File: src/rtl/dmem_port_arbiter.sv
// Purpose : shares one single-port data memory between the CPU load/store port (m0) and a loader/debug port (m1).
// Latency : request sampled at edge E -> strobes for MEM_LAT cycles -> one-cycle ack in cycle E+MEM_LAT+1.
// Backpressure: req/ack handshake; a requester holds req and fields until ack, and the loser waits in place.
//
// Ports:
//   clk_i, rst_i           clock (rising edge), asynchronous active-low reset
//   mN_req_i/we_i          request and write-enable for port N (0 = CPU, 1 = loader)
//   mN_addr_i/wdata_i      byte address and write data, sampled only when the port is granted
//   mN_ack_o               one-cycle completion pulse
//   mN_rdata_o             last read data for port N, held until that port's next read completes
//   mem_addr_o/wdata_o     registered address/data towards Data_Memory
//   mem_read_o/write_o     Data_Memory strobes (read held for the whole access, write for the first cycle)
//   mem_rdata_i            Data_Memory combinational read data
//   busy_o, owner_o        access in progress; port of the current/last grant
// Build option: DMEM_ARB_FIXED_PRIO_EN -> port 0 always wins a tie (default: round-robin).
module dmem_port_arbiter #(
  parameter int ADDR_W  = 32,
  parameter int DATA_W  = 32,
  parameter int MEM_LAT = 1
) (
  input  logic              clk_i,
  input  logic              rst_i,
  input  logic              m0_req_i,
  input  logic              m0_we_i,
  input  logic [ADDR_W-1:0] m0_addr_i,
  input  logic [DATA_W-1:0] m0_wdata_i,
  output logic              m0_ack_o,
  output logic [DATA_W-1:0] m0_rdata_o,
  input  logic              m1_req_i,
  input  logic              m1_we_i,
  input  logic [ADDR_W-1:0] m1_addr_i,
  input  logic [DATA_W-1:0] m1_wdata_i,
  output logic              m1_ack_o,
  output logic [DATA_W-1:0] m1_rdata_o,
  output logic [ADDR_W-1:0] mem_addr_o,
  output logic [DATA_W-1:0] mem_wdata_o,
  output logic              mem_read_o,
  output logic              mem_write_o,
  input  logic [DATA_W-1:0] mem_rdata_i,
  output logic              busy_o,
  output logic              owner_o
);

  // MEM_LAT is at most 4, so the remaining-cycle counter never exceeds 3.
  localparam int CNT_W = 2;

  typedef enum logic [1:0] {
    IDLE   = 2'd0,
    ACCESS = 2'd1,
    RESP   = 2'd2
  } state_e;

  state_e            state_q;
  logic [CNT_W-1:0]  cnt_q;
  logic              we_q;
  logic              owner_q;
  logic [ADDR_W-1:0] addr_q;
  logic [DATA_W-1:0] wdata_q;
  logic [DATA_W-1:0] rdata0_q;
  logic [DATA_W-1:0] rdata1_q;
  logic              mem_read_q;
  logic              mem_write_q;
  logic              ack0_q;
  logic              ack1_q;
  logic              busy_q;
`ifndef DMEM_ARB_FIXED_PRIO_EN
  logic              ptr_q;      // port granted last; the other port wins the next tie
`endif

  logic              any_req_d;
  logic              grant_d;
  logic              sel_we_d;
  logic [ADDR_W-1:0] sel_addr_d;
  logic [DATA_W-1:0] sel_wdata_d;

  // Winner selection; only consumed in IDLE, so requests arriving mid-access just wait.
  always_comb begin
    any_req_d = m0_req_i | m1_req_i;
`ifdef DMEM_ARB_FIXED_PRIO_EN
    grant_d = ~m0_req_i;
`else
    if (m0_req_i && m1_req_i) begin
      grant_d = ~ptr_q;
    end else begin
      grant_d = m1_req_i;
    end
`endif
    sel_we_d    = grant_d ? m1_we_i    : m0_we_i;
    sel_addr_d  = grant_d ? m1_addr_i  : m0_addr_i;
    sel_wdata_d = grant_d ? m1_wdata_i : m0_wdata_i;
  end

  always_ff @(posedge clk_i or negedge rst_i) begin
    if (!rst_i) begin
      state_q     <= IDLE;
      cnt_q       <= '0;
      we_q        <= 1'b0;
      owner_q     <= 1'b0;
      addr_q      <= '0;
      wdata_q     <= '0;
      rdata0_q    <= '0;
      rdata1_q    <= '0;
      mem_read_q  <= 1'b0;
      mem_write_q <= 1'b0;
      ack0_q      <= 1'b0;
      ack1_q      <= 1'b0;
      busy_q      <= 1'b0;
`ifndef DMEM_ARB_FIXED_PRIO_EN
      ptr_q       <= 1'b1;
`endif
    end else begin
      // Acks are single-cycle pulses unless re-asserted below.
      ack0_q <= 1'b0;
      ack1_q <= 1'b0;
      case (state_q)
        IDLE: begin
          if (any_req_d) begin
            state_q     <= ACCESS;
            owner_q     <= grant_d;
            we_q        <= sel_we_d;
            addr_q      <= sel_addr_d;
            wdata_q     <= sel_wdata_d;
            cnt_q       <= CNT_W'(MEM_LAT - 1);
            mem_read_q  <= ~sel_we_d;
            mem_write_q <= sel_we_d;
            busy_q      <= 1'b1;
`ifndef DMEM_ARB_FIXED_PRIO_EN
            ptr_q       <= grant_d;
`endif
          end
        end
        ACCESS: begin
          // Write strobe is a single pulse in the first access cycle.
          mem_write_q <= 1'b0;
          if (cnt_q == '0) begin
            state_q    <= RESP;
            mem_read_q <= 1'b0;
            if (!we_q) begin
              if (owner_q) begin
                rdata1_q <= mem_rdata_i;
              end else begin
                rdata0_q <= mem_rdata_i;
              end
            end
            if (owner_q) begin
              ack1_q <= 1'b1;
            end else begin
              ack0_q <= 1'b1;
            end
          end else begin
            cnt_q <= cnt_q - 1'b1;
          end
        end
        RESP: begin
          // No re-arbitration here: a held request is seen again from IDLE.
          state_q <= IDLE;
          busy_q  <= 1'b0;
        end
        default: begin
          state_q <= IDLE;
        end
      endcase
    end
  end

  assign m0_ack_o    = ack0_q;
  assign m1_ack_o    = ack1_q;
  assign m0_rdata_o  = rdata0_q;
  assign m1_rdata_o  = rdata1_q;
  assign mem_addr_o  = addr_q;
  assign mem_wdata_o = wdata_q;
  assign mem_read_o  = mem_read_q;
  assign mem_write_o = mem_write_q;
  assign busy_o      = busy_q;
  assign owner_o     = owner_q;

endmodule

File: config.mk
export PLATFORM = sky130hd
export DESIGN_NAME = dmem_port_arbiter
export DESIGN_NICKNAME = d
export VERILOG_FILES = /design/src/rtl/dmem_port_arbiter.sv
export SDC_FILE = /design/constraint.sdc
export NUM_CORES = 1
export LEC_CHECK = 0
export ABC_AREA = 1
export BUFFER_PORTS_ARGS = -buffer_cell sky130_fd_sc_hd__buf_2
export CELL_PAD_IN_SITES_DETAIL_PLACEMENT = 1
export CELL_PAD_IN_SITES_GLOBAL_PLACEMENT = 1
export CORE_MARGIN = 2
export CORE_UTILIZATION = 35
export DETAILED_ROUTE_END_ITERATION = 7
export GPL_ROUTABILITY_DRIVEN = 0
export PLACE_DENSITY_LB_ADDON = 0.1
export SLEW_MARGIN = 20
export SYNTH_ARGS = -nofsm -noshare
export SYNTH_HDL_FRONTEND = slang
export SYNTH_SLANG_ARGS = --single-unit
File: constraint.sdc
create_clock -name clk_i -period 2.14 [get_ports clk_i]
set_clock_uncertainty 0.15 [all_clocks]
set_input_delay 0.642 -clock clk_i [delete_from_list [all_inputs] [get_ports clk_i]]
set_output_delay 0.642 -clock clk_i [all_outputs]
set_load 0.02 [all_outputs]
# == After elaboration in Yosys (flattened, before gate mapping) ==
# Cells that the tools add are included.
# op_classes
addsub,1
n_eq_ne,5
n_mux,23
n_bitwise,5
reduce_logical,13
# ops
op,count
32-bit 2-to-1 mux,2
1-bit 2-to-1 mux,12
2-bit 2-to-1 mux,4
2-bit case mux with 2 select lines,2
2-bit AND reduction,4
4-bit AND reduction,2
"2-bit inequality test, second input constant",3
1-bit case mux with 2 select lines,3
3-bit AND reduction,2
2-bit logical NOT,2
1-bit NOT,4
2-bit nonzero test,2
"2-bit by 1-bit equality test with 1-bit output, second input constant",1
"2-bit equality test, second input constant",1
"2-bit by 1-bit subtractor with 2-bit output, second input constant",1
1-bit logical AND,1
1-bit bitwise OR,1
# totals
regBits,140
inputBits,166
output_inout_bits,134

# == Depth between registers and ports, before layout ==
# logic_depth
depth_word,6
ltp_mapped,8
mapped_depth_nobuf,7

# == Worst setup path before layout ==
# OpenSTA, ideal clock, no wires.
# synth_path
path_type,input -> register
startpoint,in m0_req_i
endpoint,"reg addr_q[0], in the netlist mem_addr_o[0]"
arrival_ns,1.270
required_ns,1.864
setup_slack_ns,0.594
cell_stages,7
path_buffers,2
cell_sequence,nand2_1 > nand2_1 > buf_2 > buf_2 > nand2_1 > nand2_1 > o21ai_0
# synth_between
elab_chain_len,3
word_cells_on_any_way,5
# synth_rtl
element,line,text
"start, declared",23,"input logic m0_req_i,"
1-bit logical AND,82,if (m0_req_i && m1_req_i) begin
1-bit 2-to-1 mux,82,
32-bit 2-to-1 mux,89,sel_addr_d = grant_d ? m1_addr_i : m0_addr_i;
"end signal, assigned",121,addr_q <= sel_addr_d;
"end, declared",57,logic [ADDR_W-1:0] addr_q;
# Parallel ways exist; a longest one is shown, timed or not.
# A chain may end at the register's enable or synchronous reset.

# == Worst setup path after layout ==
# layout_path
startpoint,"reg owner_q, in the netlist owner_o"
endpoint,out owner_o
# layout_lines
element,line,text
"start, declared",56,logic owner_q;
"start signal, assigned",119,owner_q <= grant_d;
"end, declared",41,output logic owner_o
# No word-level cell between the ends.

==> metrics.md <==
| Metric | Value |
|---|---|
| Seq/Total Area, Yosys | 55.7% |
| Net count after synthesis | 980 |
| Height of the die | roughly 140 um |
| Most used cells in the layout excluding fill and tap cells | sky130_fd_sc_hd__nand2_1, sky130_fd_sc_hd__buf_2, sky130_fd_sc_hd__dfrtp_1, sky130_fd_sc_hd__inv_1, sky130_fd_sc_hd__o21ai_0 |
| Ratio of routed vias to standard cells | 4.67 |
| Synth Register Bits | between 100 and 150 |
| Leading cell type in the layout, fill and taps excluded | sky130_fd_sc_hd__nand2_1 |
| Wire length of the first global-routing pass | between 30,000 and 40,000 um |
| Combinational fraction of design power | 44.9% |
| Pin count of the biggest net entering global routing | 46 |
| Total via count after detailed routing | about 6.3k |
| Final HPWL DP | about 15,000 um |
| Clock network latency to the later pin of the worst-skew pair | between 0.4 and 0.5 ns |
| Largest incremental delay on the critical path | 0.44 ns |
| All-Layer GR Usage | ~22% |
| Unrepaired setup endpoints after global routing | false |
| TritonCTS clock tree | done |
| Total negative slack | 0 ns |
| Max cap viols | 0 |
| Fraction of final layout cells sized beyond drive strength 1 | between 30% and 40% |
| Endpoint of the worst-slack reg-to-reg timing path | mem_addr_o[30] |
| 1st-iter DRT viols | around 230 |
| Leakage Power | approximately 5 nW |
| Routed wire length | around 21,000 um |
| Number of antenna violations at the first check in global routing | 1 |
| Number of global-route vias before repair | approximately 6.4k |
| Setup CP Type | reg -> out |
| Part of the total power dissipated in the clock network | 23.0% |
| Arrival time at the worst endpoint | roughly 1.1 ns |
| Switching part of the total power | 43.4% |
| Max Freq | 533 MHz |
| Pwr/cell area | 1630 mW/mm^2 |
| Warning count from the yosys run | 0 |
| Crit path cell chain | buf_2 |
| Largest fanout on the critical path | 5 |
| Clock Tree Root | sky130_fd_sc_hd__clkbuf_16 |
| Minimum clock period after layout | approximately 1.9 ns |
| Number of sinks driven by the clock tree | 140 |
| Mean routed wirelength per cell | around 15 um |
| Width of the chip | roughly 140 um |
| Number of hold-slack violations in the final timing report | 0 |
| Startpoint of the lowest-slack register-to-register path | ptr_q |
| Worst hold start | mem_rdata_i[29] |
| Headroom to the max-slew limit | 73.2% |
| Maximum level of the CTS H-tree | 4 |
| Worst path bufs/invs | 1 |
| Initial DRT Pass Iterations | 6 |
| Slew Viols, Final | 0 |
| Final critical-path share of the clock period | 87.6% |
| Area growth from synthesis to final layout | 40.8% |
| Peak supply drop | 0.655 mV |
| Slew at the pin closest to its max-slew limit | ~0.40 ns |
| Number of buffers inserted during clock tree synthesis | 17 |
| Slowest library cell on the worst path | sky130_fd_sc_hd__dfrtp_1 |
| Count of input and output buffers | 299 |
| Number of routed nets with antenna violations | 0 |
| Worst min-delay path class | in -> reg |
| Clock transition at the registers of the reported paths | roughly 0.060 ns |
| Worst reg-to-reg setup slack | around 0.51 ns |
| Critical Path Sink Type | output port |
| Area of all placed cells without fillers | 0.00886 sq mm |
| Initial Util | about 35% |
| Cell area after placement | roughly 0.0082 sq mm |
| Fraction of power consumed by sequential logic | 32.0% |
| Crit path required time | ~1.4 ns |
| End of the worst hold path | m1_rdata_o[29] |
| Internal power contribution | approximately 8.2 mW |
| I/O pins | 300 |
| Overall die area | approximately 0.019 sq mm |
| Depth of the worst hold-timing path | 3 |
| Util after Layout | 49.9% |
| CP startpoint kind | flip-flop |
| Post-synthesis instance area | roughly 0.0063 sq mm |
| Instance count of the mapped netlist | between 800 and 900 |
| Run status | complete, no violations |
| Depth of the worst register-to-register path | 6 |
| Switching Power | 6.28 mW |
| Mean instance size in the synthesized netlist | roughly 7.8 sq um |
| Count of cell types in the netlist | 19 |
| Final setup viols | 0 |
| NumNets Final | around 1.3k |
| Core footprint | about 0.018 sq mm |
| Family with the most delay on the worst path | flip-flops |
| Number of design rule violations left after detail routing | 0 |
| Max Root-Sink Buffers | 2 |
| Global route total overflow | 0 |
| Row Count | slightly below 50 |
## cell usage after synthesis, drive strengths merged
cell type	instances	area share, %
clkbuf	15	0.89
buf	31	2.6
nor2	71	4.4
inv	75	4.5
nor3	1	0.079
dfrtp	139	55
nand4	1	0.099
nand2	335	20
o21ai	102	8.2
nand3	39	3.2
dfstp	1	0.42
ha	2	0.40
## kinds of logic after synthesis
family	Yosys count	synth area share (%)
AO/OA/AOI/OAI	102	8.17
flip-flops	140	55.7
buffers and inverters	121	7.99
AND/OR/NAND/NOR	447	27.8
adder cells (fa/ha/maj)	2	0.397
## tightest hold or removal path, stage by stage
cell                      delay [ns]
sky130_fd_sc_hd__buf_2          0.09
sky130_fd_sc_hd__nand2_1        0.05
sky130_fd_sc_hd__nand2_1        0.05
## power by group through the flow
stage	Clock, mW	Combinational (mW)	Sequential, mW
2_1_floorplan	0	2.38	6.20
3_3_place_gp	0	6.51	4.64
3_5_place_dp	0	6.63	4.67
4_1_cts	3.42	6.64	4.65
5_1_grt	3.53	7.18	4.83
6_report	3.34	6.51	4.63
## area by class of cell
| type | count | area (sq um) |
|---|---|---|
| tap | 229 | 287 |
| clock buffer | 19 | 453 |
| antenna | 1 | 2.50 |
| fill | 2276 | 8910 |
| multi-input combinational | 551 | 2310 |
| inverter | 75 | 282 |
| clock inverter | 13 | 211 |
| timing repair buffer | 322 | 1820 |
| sequential | 140 | 3500 |
## sequential cells by signal (all words and copies together) (netlist names), 2 cells and up
| signal | cells |
|---|---|
| cnt_q | 2 |
| m1_rdata_o | 32 |
| mem_wdata_o | 32 |
| state_q | 2 |
| mem_addr_o | 32 |
| m0_rdata_o | 32 |
## worst max-delay path by stage
stage	depth (start not counted)	slack (ns)	start	endpoint
floorplan	7	0.59	m0_req_i	mem_addr_o[0]
CTS	1	0.24	owner_o	owner_o
detailed placement	7	0.24	m0_req_i	mem_addr_o[13]
global route	1	0.21	owner_o	owner_o
finish	1	0.27	owner_o	owner_o
global placement	7	0.29	m0_req_i	mem_addr_o[15]
## stage by stage
stage	setup slack [ns]	instances	hold WS [ns]	total power, mW
5_1_grt	0.210	1350	0.283	15.5
3_5_place_dp	0.236	1316	0.303	11.3
3_3_place_gp	0.288	1316	0.299	11.1
2_1_floorplan	0.594	812	0.196	8.58
6_report	0.266	1350	0.290	14.5
4_1_cts	0.244	1349	0.270	14.7
## layer usage
| metal | vias to the layer above | GRT usage, % | share of wire, % |
|---|---|---|---|
| met2 | 191 | 37.1 | 49 |
| met5 | - | 0 | 0 |
| met4 | 0 | 7.04 | 1.9 |
| met1 | 3017 | 26.9 | 41 |
| li1 | 3074 | - | - |
| met3 | 27 | 7.90 | 7.6 |
## what timing repair did
item | in CTS | in global routing
buffers inserted | 0 | 0
hold buffers | 1 | 0
endpoints found under the hold margin | 34 | 0
gates resized for setup | 0 | 0
No activity file was read; power rests on OpenSTA's default activity.
